`src/rtl/oven_heat_ctrl_pkg.sv`:
```
// Shared oven definitions: controller states, temperature type and the
// default ambient/maximum constants also used by the entry and display stages.
package oven_heat_ctrl_pkg;

   typedef enum logic [1:0] {ST_IDLE, ST_PREHEAT, ST_HOLD} oven_state_e;

   typedef logic [9:0] temp_t;

   localparam int AMBIENT_DEF  = 70;
   localparam int MAX_TEMP_DEF = 550;

   // Constant-only helper: packs a 0..999 value as three BCD digits.
   function automatic logic [11:0] bcd_of(input int v);
      bcd_of = {4'((v / 100) % 10), 4'((v / 10) % 10), 4'(v % 10)};
   endfunction

endpackage

```
`src/rtl/oven_heat_ctrl_bin2bcd_seq.sv`:
```
// Iterative double-dabble: 10-bit binary to three BCD digits, one load cycle
// followed by ten shift cycles; done pulses once the digits are final.
module bin2bcd_seq (
   input  logic       clk,
   input  logic       rst,
   input  logic       load,
   input  logic [9:0] bin,
   output logic [3:0] bcd2,
   output logic [3:0] bcd1,
   output logic [3:0] bcd0,
   output logic       done
);

   logic [9:0]  bin_q;
   logic [11:0] bcd_q;
   logic [11:0] adj;
   logic [3:0]  cnt_q;
   logic        done_q;

   always_comb begin
      adj = bcd_q;
      for (int i = 0; i < 3; i++) begin
         if (bcd_q[4*i +: 4] >= 4'd5) adj[4*i +: 4] = bcd_q[4*i +: 4] + 4'd3;
      end
   end

   always_ff @(posedge clk) begin
      if (rst) begin
         bin_q  <= '0;
         bcd_q  <= '0;
         cnt_q  <= '0;
         done_q <= 1'b0;
      end else if (load) begin
         bin_q  <= bin;
         bcd_q  <= '0;
         cnt_q  <= 4'd10;
         done_q <= 1'b0;
      end else if (cnt_q != 4'd0) begin
         bcd_q  <= {adj[10:0], bin_q[9]};
         bin_q  <= {bin_q[8:0], 1'b0};
         cnt_q  <= cnt_q - 4'd1;
         done_q <= (cnt_q == 4'd1);
      end else begin
         done_q <= 1'b0;
      end
   end

   assign bcd2 = bcd_q[11:8];
   assign bcd1 = bcd_q[7:4];
   assign bcd0 = bcd_q[3:0];
   assign done = done_q;

endmodule

```
`src/rtl/oven_heat_ctrl.sv`:
```
// Oven cavity simulator: preheat ramp, hysteresis hold and passive cooling,
// with registered status and atomically updated BCD digits of the temperature.
module oven_heat_ctrl
   import oven_heat_ctrl_pkg::*;
#(
   parameter int TICK_DIV  = 50_000_000,
   parameter int RAMP_UP   = 5,
   parameter int RAMP_DOWN = 2,
   parameter int AMBIENT   = AMBIENT_DEF,
   parameter int MAX_TEMP  = MAX_TEMP_DEF,
   parameter int HYST      = 10
) (
   input  logic       clk,
   input  logic       rst,
   input  logic [9:0] target_temp,
   input  logic       start,
   input  logic       stop,
   output logic [9:0] cur_temp,
   output logic       heating,
   output logic       at_temp,
   output logic [3:0] cur_hex0,
   output logic [3:0] cur_hex1,
   output logic [3:0] cur_hex2
);

   localparam int              CW      = $clog2(TICK_DIV);
   localparam logic [CW-1:0]   CNT_MAX = CW'(TICK_DIV - 1);
   localparam logic [10:0]     AMB     = 11'(AMBIENT);
   localparam logic [10:0]     TMAX    = 11'(MAX_TEMP);
   localparam logic [10:0]     RU      = 11'(RAMP_UP);
   localparam logic [10:0]     RD      = 11'(RAMP_DOWN);
   localparam logic [10:0]     HY      = 11'(HYST);
   localparam logic [11:0]     AMB_BCD = bcd_of(AMBIENT);

   oven_state_e   state_q, state_d;
   temp_t         cur_q, cur_d, tgt_q, tgt_d;
   logic [CW-1:0] cnt_q;
   logic          heat_q, at_q, tick;
   logic [11:0]   hex_q;
   logic [10:0]   cur_w, tin_w, tgt_w, nxt_w;
   logic [3:0]    d2, d1, d0;
   logic          bcd_done;

   assign tick = (cnt_q == CNT_MAX);

   // start/stop resolve the state first; a coincident tick then applies the
   // resulting state's temperature rule in the same cycle.
   always_comb begin
      state_d = state_q;
      cur_w   = {1'b0, cur_q};
      tin_w   = {1'b0, target_temp};
      tgt_w   = {1'b0, tgt_q};
      nxt_w   = cur_w;
      if (stop) begin
         state_d = ST_IDLE;
      end else if (start) begin
         tgt_w   = (tin_w < AMB) ? AMB : (tin_w > TMAX) ? TMAX : tin_w;
         state_d = (cur_w >= tgt_w) ? ST_HOLD : ST_PREHEAT;
      end
      if (tick) begin
         if (state_d == ST_PREHEAT) begin
            nxt_w = (cur_w + RU >= tgt_w) ? tgt_w : cur_w + RU;
            if (nxt_w == tgt_w) state_d = ST_HOLD;
         end else begin
            nxt_w = (cur_w >= AMB + RD) ? cur_w - RD : AMB;
            if (state_d == ST_HOLD && nxt_w + HY <= tgt_w) state_d = ST_PREHEAT;
         end
      end
      tgt_d = tgt_w[9:0];
      cur_d = nxt_w[9:0];
   end

   always_ff @(posedge clk) begin
      if (rst) begin
         state_q <= ST_IDLE;
         cur_q   <= AMB[9:0];
         tgt_q   <= AMB[9:0];
         cnt_q   <= '0;
         heat_q  <= 1'b0;
         at_q    <= 1'b0;
         hex_q   <= AMB_BCD;
      end else begin
         state_q <= state_d;
         cur_q   <= cur_d;
         tgt_q   <= tgt_d;
         cnt_q   <= tick ? '0 : cnt_q + 1'b1;
         heat_q  <= (state_d == ST_PREHEAT);
         at_q    <= (state_d == ST_HOLD);
         if (bcd_done) hex_q <= {d2, d1, d0};
      end
   end

   // Conversion restarts on the same edge that commits a new temperature.
   bin2bcd_seq u_bcd (
      .clk  (clk),
      .rst  (rst),
      .load (cur_d != cur_q),
      .bin  (cur_d),
      .bcd2 (d2),
      .bcd1 (d1),
      .bcd0 (d0),
      .done (bcd_done)
   );

   assign cur_temp = cur_q;
   assign heating  = heat_q;
   assign at_temp  = at_q;
   assign cur_hex2 = hex_q[11:8];
   assign cur_hex1 = hex_q[7:4];
   assign cur_hex0 = hex_q[3:0];

endmodule
```
`config.mk`:
```
export PLATFORM = sky130hd
export DESIGN_NAME = oven_heat_ctrl
export DESIGN_NICKNAME = d
export VERILOG_FILES = /design/src/rtl/oven_heat_ctrl_pkg.sv /design/src/rtl/oven_heat_ctrl_bin2bcd_seq.sv /design/src/rtl/oven_heat_ctrl.sv
export SDC_FILE = /design/constraint.sdc
export NUM_CORES = 1
export LEC_CHECK = 0
export BUFFER_PORTS_ARGS = -buffer_cell sky130_fd_sc_hd__buf_2
export CORE_UTILIZATION = 55
export CTS_CLUSTER_DIAMETER = 50
export DETAILED_ROUTE_END_ITERATION = 8
export PLACE_DENSITY = 0.85
export SYNTH_ARGS = -nofsm -noshare
export SYNTH_HDL_FRONTEND = slang
export SYNTH_SLANG_ARGS = --single-unit
```
`constraint.sdc`:
```
create_clock -name clk -period 6.7 [get_ports clk]
set_input_delay 1.005 -clock clk [delete_from_list [all_inputs] [get_ports clk]]
set_output_delay 1.005 -clock clk [all_outputs]
set_load 0.01 [all_outputs]
```
Word-level counts from Yosys, hierarchy flattened
Index checks and enable logic that the tools add are counted.
{ "totals": {"wordCells": 66, "inputBits": 14, "reg_bits": 89, "out_inout_bits": 24} }
{ "classes": {"order_cmp": 9, "n_mux": 22, "n_reduce_logical": 6, "n_bitwise": 1, "n_addsub": 8, "n_eq_ne": 8} }
{ "op_table": {"columns": ["cell", "n"], "rows": [
  ["$mux W10", 8],
  ["$add A26 B1 Y26 const B", 1],
  ["$eq A26 B26 Y1 const B", 1],
  ["$mux W11", 2],
  ["$mux W4", 4],
  ["$mux W2", 7],
  ["$ge A4 B3 Y1 const B", 3],
  ["$add A10 B3 Y11 const B", 1],
  ["$add A11 B4 Y11 const B", 1],
  ["$eq A11 B10 Y1", 1],
  ["$ge A11 B11 Y1", 1],
  ["$le A11 B11 Y1", 1],
  ["$sub A10 B2 Y11 const B", 1],
  ["$ge A10 B10 Y1", 1],
  ["$ge A10 B7 Y1 const B", 1],
  ["$gt A10 B10 Y1 const B", 1],
  ["$lt A10 B7 Y1 const B", 1],
  ["$ne A10 B10 Y1", 1],
  ["$add A4 B2 Y4 const B", 2],
  ["$eq A2 B1 Y1 const B", 2],
  ["$eq A2 B2 Y1 const B", 2],
  ["$eq A4 B1 Y1 const B", 1],
  ["$reduce_bool A4 Y1", 1],
  ["$reduce_or A2 Y1", 2],
  ["7 further kinds", 7]
]} }

Longest topological paths before layout
Gate-level depths: netlist (run 1).
{ "depth": {"word_depth": 13, "mapped_depth": 21, "ltp_nobuf": 20} }

Modules after synthesis
Synthesis (run 1) repeated with hierarchy kept, for this count alone.
{ "unflattened": {"hier_cells": 703, "hier_area_um2": 5783.0} }
{ "by_module_without_submodules": {"columns": ["module", "area_each_um2", "instances", "cells_per_inst", "seq_area_each_um2"], "rows": [
  ["oven_heat_ctrl", 4465.5, 1, 548, 1241.2],
  ["bin2bcd_seq", 1317.5, 1, 155, 540.5]
]} }

Least setup slack after synthesis (run 1)
OpenSTA, ideal clock, no wires.
{ "synth_path": {"path_type": "input -> register", "startpoint": "input target_temp[0]", "endpoint": "register u_bcd.bin_q[9]", "setup_ns": 0.126, "path_slack_ns": 2.040, "path_stages": 14, "required_ns": 6.574, "n_path_buf": 1, "arrival_ns": 4.535, "cell_sequence": "a311o_1 > a2111oi_0 > a211oi_2 > ha_1 > nor4_1 > o21ai_1 > a31oi_2 > nand2_2 > a211oi_1 > mux2i_1 > a2111oi_4 > and3_2 > buf_6 > o211ai_2"} }
{ "synth_via": {"elab_chain_len": 12, "elab_cells_between_ends": 18, "cone_classes": "4 x order compare; 2 x eq/ne; 11 x mux; 1 x reduce/logical"} }
{ "synth_rtl": {"columns": ["element", "line", "source"], "rows": [
  ["from (decl)", "oven_heat_ctrl.sv:15", "input logic [9:0] target_temp,"],
  ["$gt A10 B10 Y1", "oven_heat_ctrl.sv:57", "tgt_w = (tin_w < AMB) ? AMB : (tin_w > TMAX) ? TMAX : tin_w;"],
  ["$mux W10", "oven_heat_ctrl.sv:57", null],
  ["$mux W10 (*)", "oven_heat_ctrl.sv:57", null],
  ["$ge A10 B10 Y1", "oven_heat_ctrl.sv:58", "state_d = (cur_w >= tgt_w) ? ST_HOLD : ST_PREHEAT;"],
  ["$mux W2", "oven_heat_ctrl.sv:58", null],
  ["$mux W2", "oven_heat_ctrl.sv:56", "end else if (start) begin"],
  ["$mux W2", "oven_heat_ctrl.sv:54", "if (stop) begin"],
  ["$eq A2 B1 Y1", "oven_heat_ctrl.sv:61", "if (state_d == ST_PREHEAT) begin"],
  ["$mux W10 (*)", "oven_heat_ctrl.sv:61", null],
  ["$mux W10 (*)", "oven_heat_ctrl.sv:60", "if (tick) begin"],
  ["$ne A10 B10 Y1", "oven_heat_ctrl.sv:97", ".load (cur_d != cur_q),"],
  ["$mux W10 / $reduce_bool A2 Y1 (equally long branches)", null, null],
  ["to (signal assigned)", "oven_heat_ctrl_bin2bcd_seq.sv:34", "bin_q <= bin;"],
  ["to (signal assigned)", "oven_heat_ctrl_bin2bcd_seq.sv:40", "bin_q <= {bin_q[8:0], 1'b0};"],
  ["to (decl)", "oven_heat_ctrl_bin2bcd_seq.sv:14", "logic [9:0] bin_q;"]
]} }
Every way passes the cells marked *; elsewhere a longest branch is shown, timed or not.
A chain may end at the register's enable or synchronous reset.

Worst setup path in the final report (run 1)
{ "layout_path": {"startpoint": "input stop", "endpoint": "register u_bcd.cnt_q[1]"} }
{ "layout_via": {"elab_chain_len": 7, "elab_cells_between_ends": 10, "cone_classes": "1 x order compare; 2 x eq/ne; 6 x mux; 1 x reduce/logical"} }
{ "layout_rtl": {"columns": ["element", "line", "source"], "rows": [
  ["from (decl)", "oven_heat_ctrl.sv:17", "input logic stop,"],
  ["$mux W10", "oven_heat_ctrl.sv:54", null],
  ["$ge A11 B11 Y1", "oven_heat_ctrl.sv:62", "nxt_w = (cur_w + RU >= tgt_w) ? tgt_w : cur_w + RU;"],
  ["$mux W11", "oven_heat_ctrl.sv:62", null],
  ["$mux W10 (*)", "oven_heat_ctrl.sv:61", null],
  ["$mux W10 (*)", "oven_heat_ctrl.sv:60", null],
  ["$ne A10 B10 Y1 (*)", "oven_heat_ctrl.sv:97", null],
  ["$mux W4 / $reduce_bool A2 Y1 (equally long branches)", null, null],
  ["to (signal assigned)", "oven_heat_ctrl_bin2bcd_seq.sv:41", "cnt_q <= cnt_q - 4'd1;"],
  ["to (decl)", "oven_heat_ctrl_bin2bcd_seq.sv:17", "logic [3:0] cnt_q;"]
]} }
Marks and branches as above.

==> results of run 1 <==
path summary, 6_finish.rpt:
check | startpoint | slack (ps) | end
worst max register to register | cur_temp[2] | 1640 | u_bcd.cnt_q[1]
worst min-delay path | u_bcd.bin_q[0] | 470 | u_bcd.bin_q[0]
worst min register to register | u_bcd.bin_q[0] | 470 | u_bcd.bin_q[0]
worst max-delay path | stop | 1500 | u_bcd.cnt_q[1]
cells in the mapped netlist, drive strengths merged, types with 20 or more instances:
master | number | area (µm²)
a21oi | 45 | 248
and3 | 22 | 139
nor2 | 103 | 387
xnor2 | 27 | 236
ha | 42 | 526
nor3 | 21 | 110
xor2 | 29 | 254
nand3 | 38 | 190
clkbuf | 20 | 75.1
nand2 | 63 | 239
inv | 34 | 128
dfxtp | 89 | 1780
o21ai | 33 | 173
per-layer routing:
metal  share of wire, %  up-vias
met2                 43      268
met5                  0        -
met1                 44     2658
li1                   -     2864
met4                3.2        0
met3                9.7       46
registers in the layout, indices dropped and copies added, names as in the netlist:
register and flops:
u_bcd.bcd_q 12, u_bcd.bin_q 10, heating 1, cur_temp 10, at_temp 1, state_q 2, cnt_q 26, u_bcd.done 1
hex_q 12, tgt_q 10, u_bcd.cnt_q 4
stage by stage:
step | setup WS [ps] | power, mW | hold WS (ps) | util, % | instance area (µm²)
global route | 1090 | 1.31 | 479 | 62.6 | 6870
global placement | 1270 | 0.682 | 442 | 59.4 | 6530
floorplan | 2040 | 0.649 | 430 | - | 6270
CTS | 1580 | 1.28 | 471 | 62.6 | 6870
finish | 1500 | 1.27 | 467 | 62.6 | 6870
detailed placement | 1210 | 0.684 | 457 | 59.4 | 6530
power by group:
group / leakage (nW) / switching [mW] / internal [mW] / total, mW
logic: 1.85 / 0.0940 / 0.0481 / 0.142
registers: 0.719 / 0.00238 / 0.534 / 0.536
clock network: 0.171 / 0.222 / 0.368 / 0.590
total: 2.74 / 0.319 / 0.949 / 1.27
cell type report:
| type | count | share of cell area [%] |
|---|---|---|
| Timing Repair Buffer | 46 | 3.68 |
| Multi-Input combinational cell | 623 | 60.9 |
| Tap cell | 140 | 2.55 |
| Inverter | 34 | 1.86 |
| Sequential cell | 89 | 25.9 |
| Clock buffer | 9 | 3.28 |
| Clock inverter | 7 | 1.77 |
cells by family after synthesis:
logic type | Yosys count | synth area share (%)
buf+inv | 70 | 5.05
fa+ha+maj | 43 | 8.54
compound gates | 171 | 20.3
flops | 89 | 28.4
simple gates | 335 | 26.9
xor+xnor | 56 | 7.82
mux | 18 | 2.91
critical path: stages:
cell and delay, ps:
buf_2 110, nand2b_1 610, nor4_1 90, a211oi_1 490, inv_1 150, ha_1 230
nor4_1 200, o21ai_1 130, a31oi_2 430, nand2_2 250, a211oi_1 340, mux2i_1 160
a2111oi_4 370, buf_4 290, and3_2 420, a21oi_1 120
==> flow_summary.rst, run 1 <==
.. list-table::
   :header-rows: 1

   * - Metric
     - Value
   * - Standard-cell rows
     - 38
   * - Endpoints failing hold
     - 0
   * - Number of routed nets with antenna violations
     - 0
   * - Met1 Resource Use GR
     - 35.6%
   * - Nature of the critical path startpoint
     - primary input
   * - Setup repair after global routing missed its margin
     - no
   * - Clock root buffer
     - clkbuf_16
   * - Most heavily used metal layer in global routing
     - met2
   * - Commonest cells after routing, fill and taps aside
     - nor2_1, dfxtp_1, nand2_1, ha_1, a21oi_1
   * - Slew at the pin with the worst max-slew slack
     - 880 ps
   * - Inserted Clock Buffers
     - 9
   * - Post-CTS repair timing setup buffer count
     - 0
   * - Remaining routing DRC violations
     - 0
   * - Share of the yosys chip area belonging to registers
     - 28.4%
   * - Min-delay worst type
     - reg2reg
   * - Final cycle utilization of the critical path
     - 77.6%
   * - Post-synthesis area per instance
     - roughly 8.0 µm²
   * - Cells after DPL
     - about 930
   * - Vertical die dimension
     - about 110 µm
   * - Clock transition at the registers of the reported paths
     - 70 ps
   * - Cell count after synthesis
     - 782
   * - Register bit total from synthesis
     - 89
   * - Via Count
     - 5,836
   * - Largest net degree at the start of global routing
     - 33
   * - Status
     - finished clean
   * - Arrival time of the worst setup path
     - 5410 ps
   * - Post-synth ARST share
     - 0%
   * - Clock Skew
     - between 9 and 10 ps
   * - Initial DRC Count
     - 569
   * - Final setup violation count
     - 0
   * - CP endpoint kind
     - flop
   * - Inserted Diodes
     - 0
   * - Starting Density
     - a little under three fifths
   * - Share of layout cells above drive strength 1
     - 13.0%
   * - Setup TNS
     - 0 ps
   * - Final max-slew violation count
     - 0
   * - GRT Residual Overflow
     - 0
   * - Cell area power density
     - 185 nW/µm²
   * - Crit Path Category
     - in2reg
   * - Required time of the critical path
     - 6910 ps
   * - Wire length of the first global-routing pass
     - roughly 25,000 µm
   * - Top_reg_cell synth
     - dfxtp_1
   * - Antenna violations before repair
     - 0
   * - Post-synth EDFFs
     - 0
   * - Filler cell count in the final layout
     - 938
   * - Area overhead of the layout relative to synthesis
     - 9.53%
   * - Post-Synthesis Cell Area
     - 6270 µm²
   * - Met3 Use GR
     - 8.01%
   * - Worst relative slew slack
     - 41.3%
   * - Core area
     - between 10,000 and 15,000 µm²
   * - H-tree level count
     - 3
   * - Static Leakage
     - 2.74 nW
   * - Final std cells w/o fill
     - 948
   * - Horizontal die dimension
     - 109 µm
   * - Detail-routed net length per standard cell
     - 16.4 µm
   * - Resized Gates After CTS
     - 0
   * - Max Cap Violations
     - 0
   * - Area taken by multi-input logic gates
     - 4190 µm²
   * - Final weighted congestion of routability-driven global placement
     - 0.960
   * - Number of search-and-repair iterations in the first detailed-routing pass
     - 9
   * - Sequential cell area in the final layout
     - 1780 µm²
   * - Latest clock arrival within the worst-skew pair
     - ~360 ps
   * - Hold Path Stages
     - 2
   * - HPWL after detailed placement
     - 11,100 µm
   * - Peak supply drop
     - 0.243 mV
   * - Top-Level Pins
     - 38
   * - Most common cell after layout, fill and taps aside
     - nor2_1
   * - Maximum achievable frequency
     - around 0.19 GHz
   * - CTS sink cnt
     - around 90
   * - Tmin final
     - 5200 ps
   * - Critical path peak fanout
     - 21
   * - Maximum number of buffers from clock root to sink
     - 2
   * - Total Routed Length
     - 15,500 µm
   * - Post-Syn Nets
     - 838
   * - Total of warnings raised by yosys
     - 0
   * - Clock tree from TritonCTS
     - done
   * - Number of global-route vias before repair
     - between 5,000 and 6,000
   * - Number of hold buffers added after CTS
     - 0
   * - Global router's overall resource usage
     - 27.6%
   * - GR Util met2
     - a little over two fifths
   * - Count of buffers inserted at the top-level ports
     - 37
   * - Die outline area
     - 11,800 µm²
   * - Post-synth cell types
     - 79
   * - Worst Reg-to-Reg Cells
     - 17
   * - Nets
     - 859
   * - Vias per cell
     - 6.16
(Power assumes the default switching activity.)
==> inputs of run 2 (changes only) <==
Settings changed: ABC_AREA set to 1, PLACE_DENSITY 0.85 to 0.88.
Clock period 6.7 ns to 4.7 ns, I/O delays scaled along.
==> flow_summary.rst, run 2 <==
.. list-table::
   :header-rows: 1

   * - Metric
     - Value
   * - Final cycle utilization of the critical path
     - 87.6%
   * - Clock transition at the registers of the reported paths
     - 60 ps (about the same)
   * - Total of warnings raised by yosys
     - 0 (unchanged)
   * - Most common library cells after synthesis
     - nand2_1, inv_1, nor2_1
   * - Wire length the detailed router placed on met1
     - 7310 µm (+7.4%)
   * - Peak supply drop
     - 0.235 mV (-3.3%)
   * - Critical path's most frequent cell
     - nand2_1
   * - Post-Synthesis Cell Area
     - 6310 µm² (+0.54%)
   * - Largest net degree at the start of global routing
     - 31 (-6.1%)
   * - Clock Skew
     - 8.13 ps (-1.45 ps)
   * - Sequential cell area in the final layout
     - 1780 µm² (unchanged)
   * - Regs by FF count
     - cnt_q (26), hex_q (12), u_bcd.bcd_q (12)
   * - Number of global-route vias before repair
     - 5,941 (+12%)
   * - Via Count
     - 6,524 (+12%)
   * - Hold Path Stages
     - 2 (unchanged)
   * - Largest reg by FF count
     - cnt_q
   * - Max Cap Violations
     - 0 (unchanged)
   * - Crit Path Category
     - in2reg
   * - Critical path peak fanout
     - 13 (-38%)
   * - Hold EP
     - u_bcd.bin_q[0]
   * - Register bit total from synthesis
     - 89 (unchanged)
   * - Wire length of the first global-routing pass
     - 27,200 µm (+6.9%)
   * - Maximum single-stage delay on the critical path
     - 350 ps (-260 ps)
   * - Area taken by multi-input logic gates
     - 3870 µm² (-7.6%)
   * - Commonest cells after routing, fill and taps aside
     - nand2_1, inv_1, nor2_1, dfxtp_1, nand4_1
   * - GRT Residual Overflow
     - 0 (unchanged)
   * - Share of layout cells above drive strength 1
     - 12.8% (-0.21 points)
   * - Final max-slew violation count
     - 0 (unchanged)
   * - Maximum number of buffers from clock root to sink
     - 2 (unchanged)
   * - Most common cell in the synthesized netlist
     - nand2_1
   * - Horizontal die dimension
     - 109 µm (+0.26%)
   * - Final weighted congestion of routability-driven global placement
     - 1.03 (+7.7%)
   * - Routed length on met2
     - 7680 µm (+15%)
   * - Filler cell count in the final layout
     - 1,017 (+8.4%)
   * - Reg2Reg Capture Point
     - u_bcd.cnt_q[3]
   * - Setup slack, reg-to-reg
     - 610 ps (-1030 ps)
   * - Worst Reg-to-Reg Cells
     - 23 (+6)
   * - Post-CTS repair timing setup buffer count
     - 0 (unchanged)
   * - Top cell type by total area after synthesis
     - dfxtp_1
   * - Standard-cell rows
     - 38 (unchanged)
   * - CTS sink cnt
     - 89 (unchanged)
   * - Setup TNS
     - 0 ps (unchanged)
   * - Most common cell after layout, fill and taps aside
     - nand2_1
   * - Nature of the critical path startpoint
     - primary input
   * - Arrival time of the worst setup path
     - 4330 ps (-1080 ps)
   * - Top cells by area in the synthesized netlist
     - dfxtp_1, nand2_1, ha_1
   * - Total Routed Length
     - 17,100 µm (+10%)
   * - Flip-flop count of the largest register, all copies and words added
     - 26 (unchanged)
   * - Count of buffers inserted at the top-level ports
     - 37 (unchanged)
   * - Static Leakage
     - 3.32 nW (+21%)
   * - Status
     - finished clean
   * - Core area
     - 11,000 µm² (unchanged)
   * - Share of the yosys chip area belonging to registers
     - 28.2% (-0.15 points)
   * - Detail-routed net length per standard cell
     - 14.8 µm (-9.5%)
   * - Final setup violation count
     - 0 (unchanged)
   * - Met3 Routed Length
     - 1140 µm (-25%)
   * - Inserted Diodes
     - 0 (unchanged)
   * - Clock tree from TritonCTS
     - done
   * - Hold wc startpoint
     - u_bcd.bin_q[0]
   * - Post-synth EDFFs
     - 0 (unchanged)
   * - H-tree level count
     - 3 (unchanged)
   * - Worst relative slew slack
     - 34.9% (-6.4 points)
   * - Crit path max-delay cell type
     - ha_1
   * - CP endpoint kind
     - flop
   * - Number of search-and-repair iterations in the first detailed-routing pass
     - 6 (-3)
   * - Vertical die dimension
     - 109 µm (+0.26%)
   * - Tmin final
     - 4120 ps
   * - Post-Syn Nets
     - 1,022 (+22%)
   * - Top layer in use
     - met4
   * - Min-delay worst type
     - reg2reg
   * - Post-synth cell types
     - 46 (-42%)
   * - Initial DRC Count
     - 637 (+12%)
   * - Top-Level Pins
     - 38 (unchanged)
   * - Global router's overall resource usage
     - 29.8% (+2.1 points)
   * - Starting Density
     - 57.4% (+0.31 points)
   * - Cell count after synthesis
     - 966 (+24%)
   * - HPWL after detailed placement
     - 13,200 µm (+19%)
   * - Area overhead of the layout relative to synthesis
     - 11.1%
   * - Top_reg_cell synth
     - dfxtp_1
   * - Antenna violations before repair
     - 0 (unchanged)
   * - Startpoint of the lowest-slack register-to-register path
     - cur_temp[0]
   * - Post-synthesis area per instance
     - 6.53 µm² (-19%)
   * - Cell area power density
     - 298 nW/µm² (+61%)
   * - Remaining routing DRC violations
     - 0 (unchanged)
   * - Die outline area
     - 11,900 µm² (+0.52%)
   * - Post-synth ARST share
     - 0% (unchanged)
   * - Maximum achievable frequency
     - around 0.24 GHz
   * - Portion of synthesized cell area occupied by the leading cell type
     - 28.2% (-0.15 points)
   * - Number of routed nets with antenna violations
     - 0 (unchanged)
   * - Number of hold buffers added after CTS
     - 0 (unchanged)
   * - Latest clock arrival within the worst-skew pair
     - 350 ps (about the same)
   * - Required time of the critical path
     - 4910 ps (-2000 ps)
   * - Inserted Clock Buffers
     - 9 (unchanged)
   * - Clock root buffer
     - clkbuf_16
   * - Endpoints failing hold
     - 0 (unchanged)
   * - Nets
     - 1,068 (+24%)
   * - Setup repair after global routing missed its margin
     - no
   * - Hold slack
     - 468 ps (+0.707 ps)
   * - Slew at the pin with the worst max-slew slack
     - 964 ps (+83.8 ps)
   * - Vias per cell
     - 5.64 (-8.4%)
## run 2: changes by cell type after synthesis, sizes merged, moves of 21 or more
cell | previous run | this run
nand2 | 63 | 250
inv | 34 | 124
nand4 | 19 | 62
o21ai | 33 | 59
xnor2 | 27 | 2
and3 | 22 | 1
nor2 | 103 | 124
## run 2: where the power goes
group	switching (mW)	leakage [nW]	internal, mW
Clock	0.311	0.133	0.379
Sequential	0.0371	0.721	0.807
Combinational	0.377	2.47	0.173
## run 2: layer usage
metal,vias to the layer above,GRT usage [%]
met5,-,0
met4,0,18.1
met3,79,6.46
met2,252,49.6
met1,2924,34.7
li1,3269,-
## run 2: final cells by class
cell class / instances / share of cell area, %
flip-flops and latches: 89 / 25.4
clock buffers: 10 / 3.41
clock inverters: 6 / 0.732
multi-input cells: 719 / 55.3
well taps: 140 / 2.50
repair buffers: 68 / 5.97
inverters: 125 / 6.70
## run 2: repair_timing
action,CTS,global route
resized for setup,0,1
endpoints found under the hold margin,0,0
setup endpoints to repair,0,1
## run 2: how the worst max path moves through the flow
stage | from | to | slack (ps) | depth (start not counted)
CTS | target_temp[7] | u_bcd.bin_q[1] | 530 | 26
detailed placement | target_temp[7] | u_bcd.cnt_q[3] | 160 | 25
finish | target_temp[7] | u_bcd.cnt_q[3] | 580 | 25
global placement | target_temp[7] | u_bcd.cnt_q[3] | 230 | 25
floorplan | target_temp[7] | u_bcd.bcd_q[7] | 840 | 25
global route | target_temp[7] | u_bcd.bin_q[9] | 70 | 26
## run 2: worst max-delay path: cells and delay by family
family / cells / cell delay (ps)
AO/OA/AOI/OAI: 4 / 750
adder cells (fa/ha/maj): 1 / 350
buffers and inverters: 3 / 270
AND/OR/NAND/NOR: 17 / 2240
## run 2: cell families (layout without fill, tap and decap cells)
| family | Yosys count | in the layout | share of synthesized area [%] |
|---|---|---|---|
| DFF | 89 | 89 | 28.2 |
| and+or+nand+nor | 517 | 517 | 38.0 |
| adders and majority gates | 42 | 42 | 8.33 |
| buffers and inverters | 158 | 209 | 10.4 |
| xor gates and xnor gates | 21 | 21 | 2.92 |
| AOI/OAI and AO/OA | 139 | 139 | 12.1 |
## run 2: through the flow
step	utilization [%]	instances	area, µm²	total power [mW]	setup WS, ps
3_3_place_gp	61.1	1141	6720	1.39	228
2_1_floorplan	-	966	6310	1.26	836
3_5_place_dp	61.1	1141	6720	1.39	161
5_1_grt	63.8	1157	7010	2.20	72.1
6_report	63.8	1157	7010	2.08	582
4_1_cts	63.8	1157	7010	2.08	525
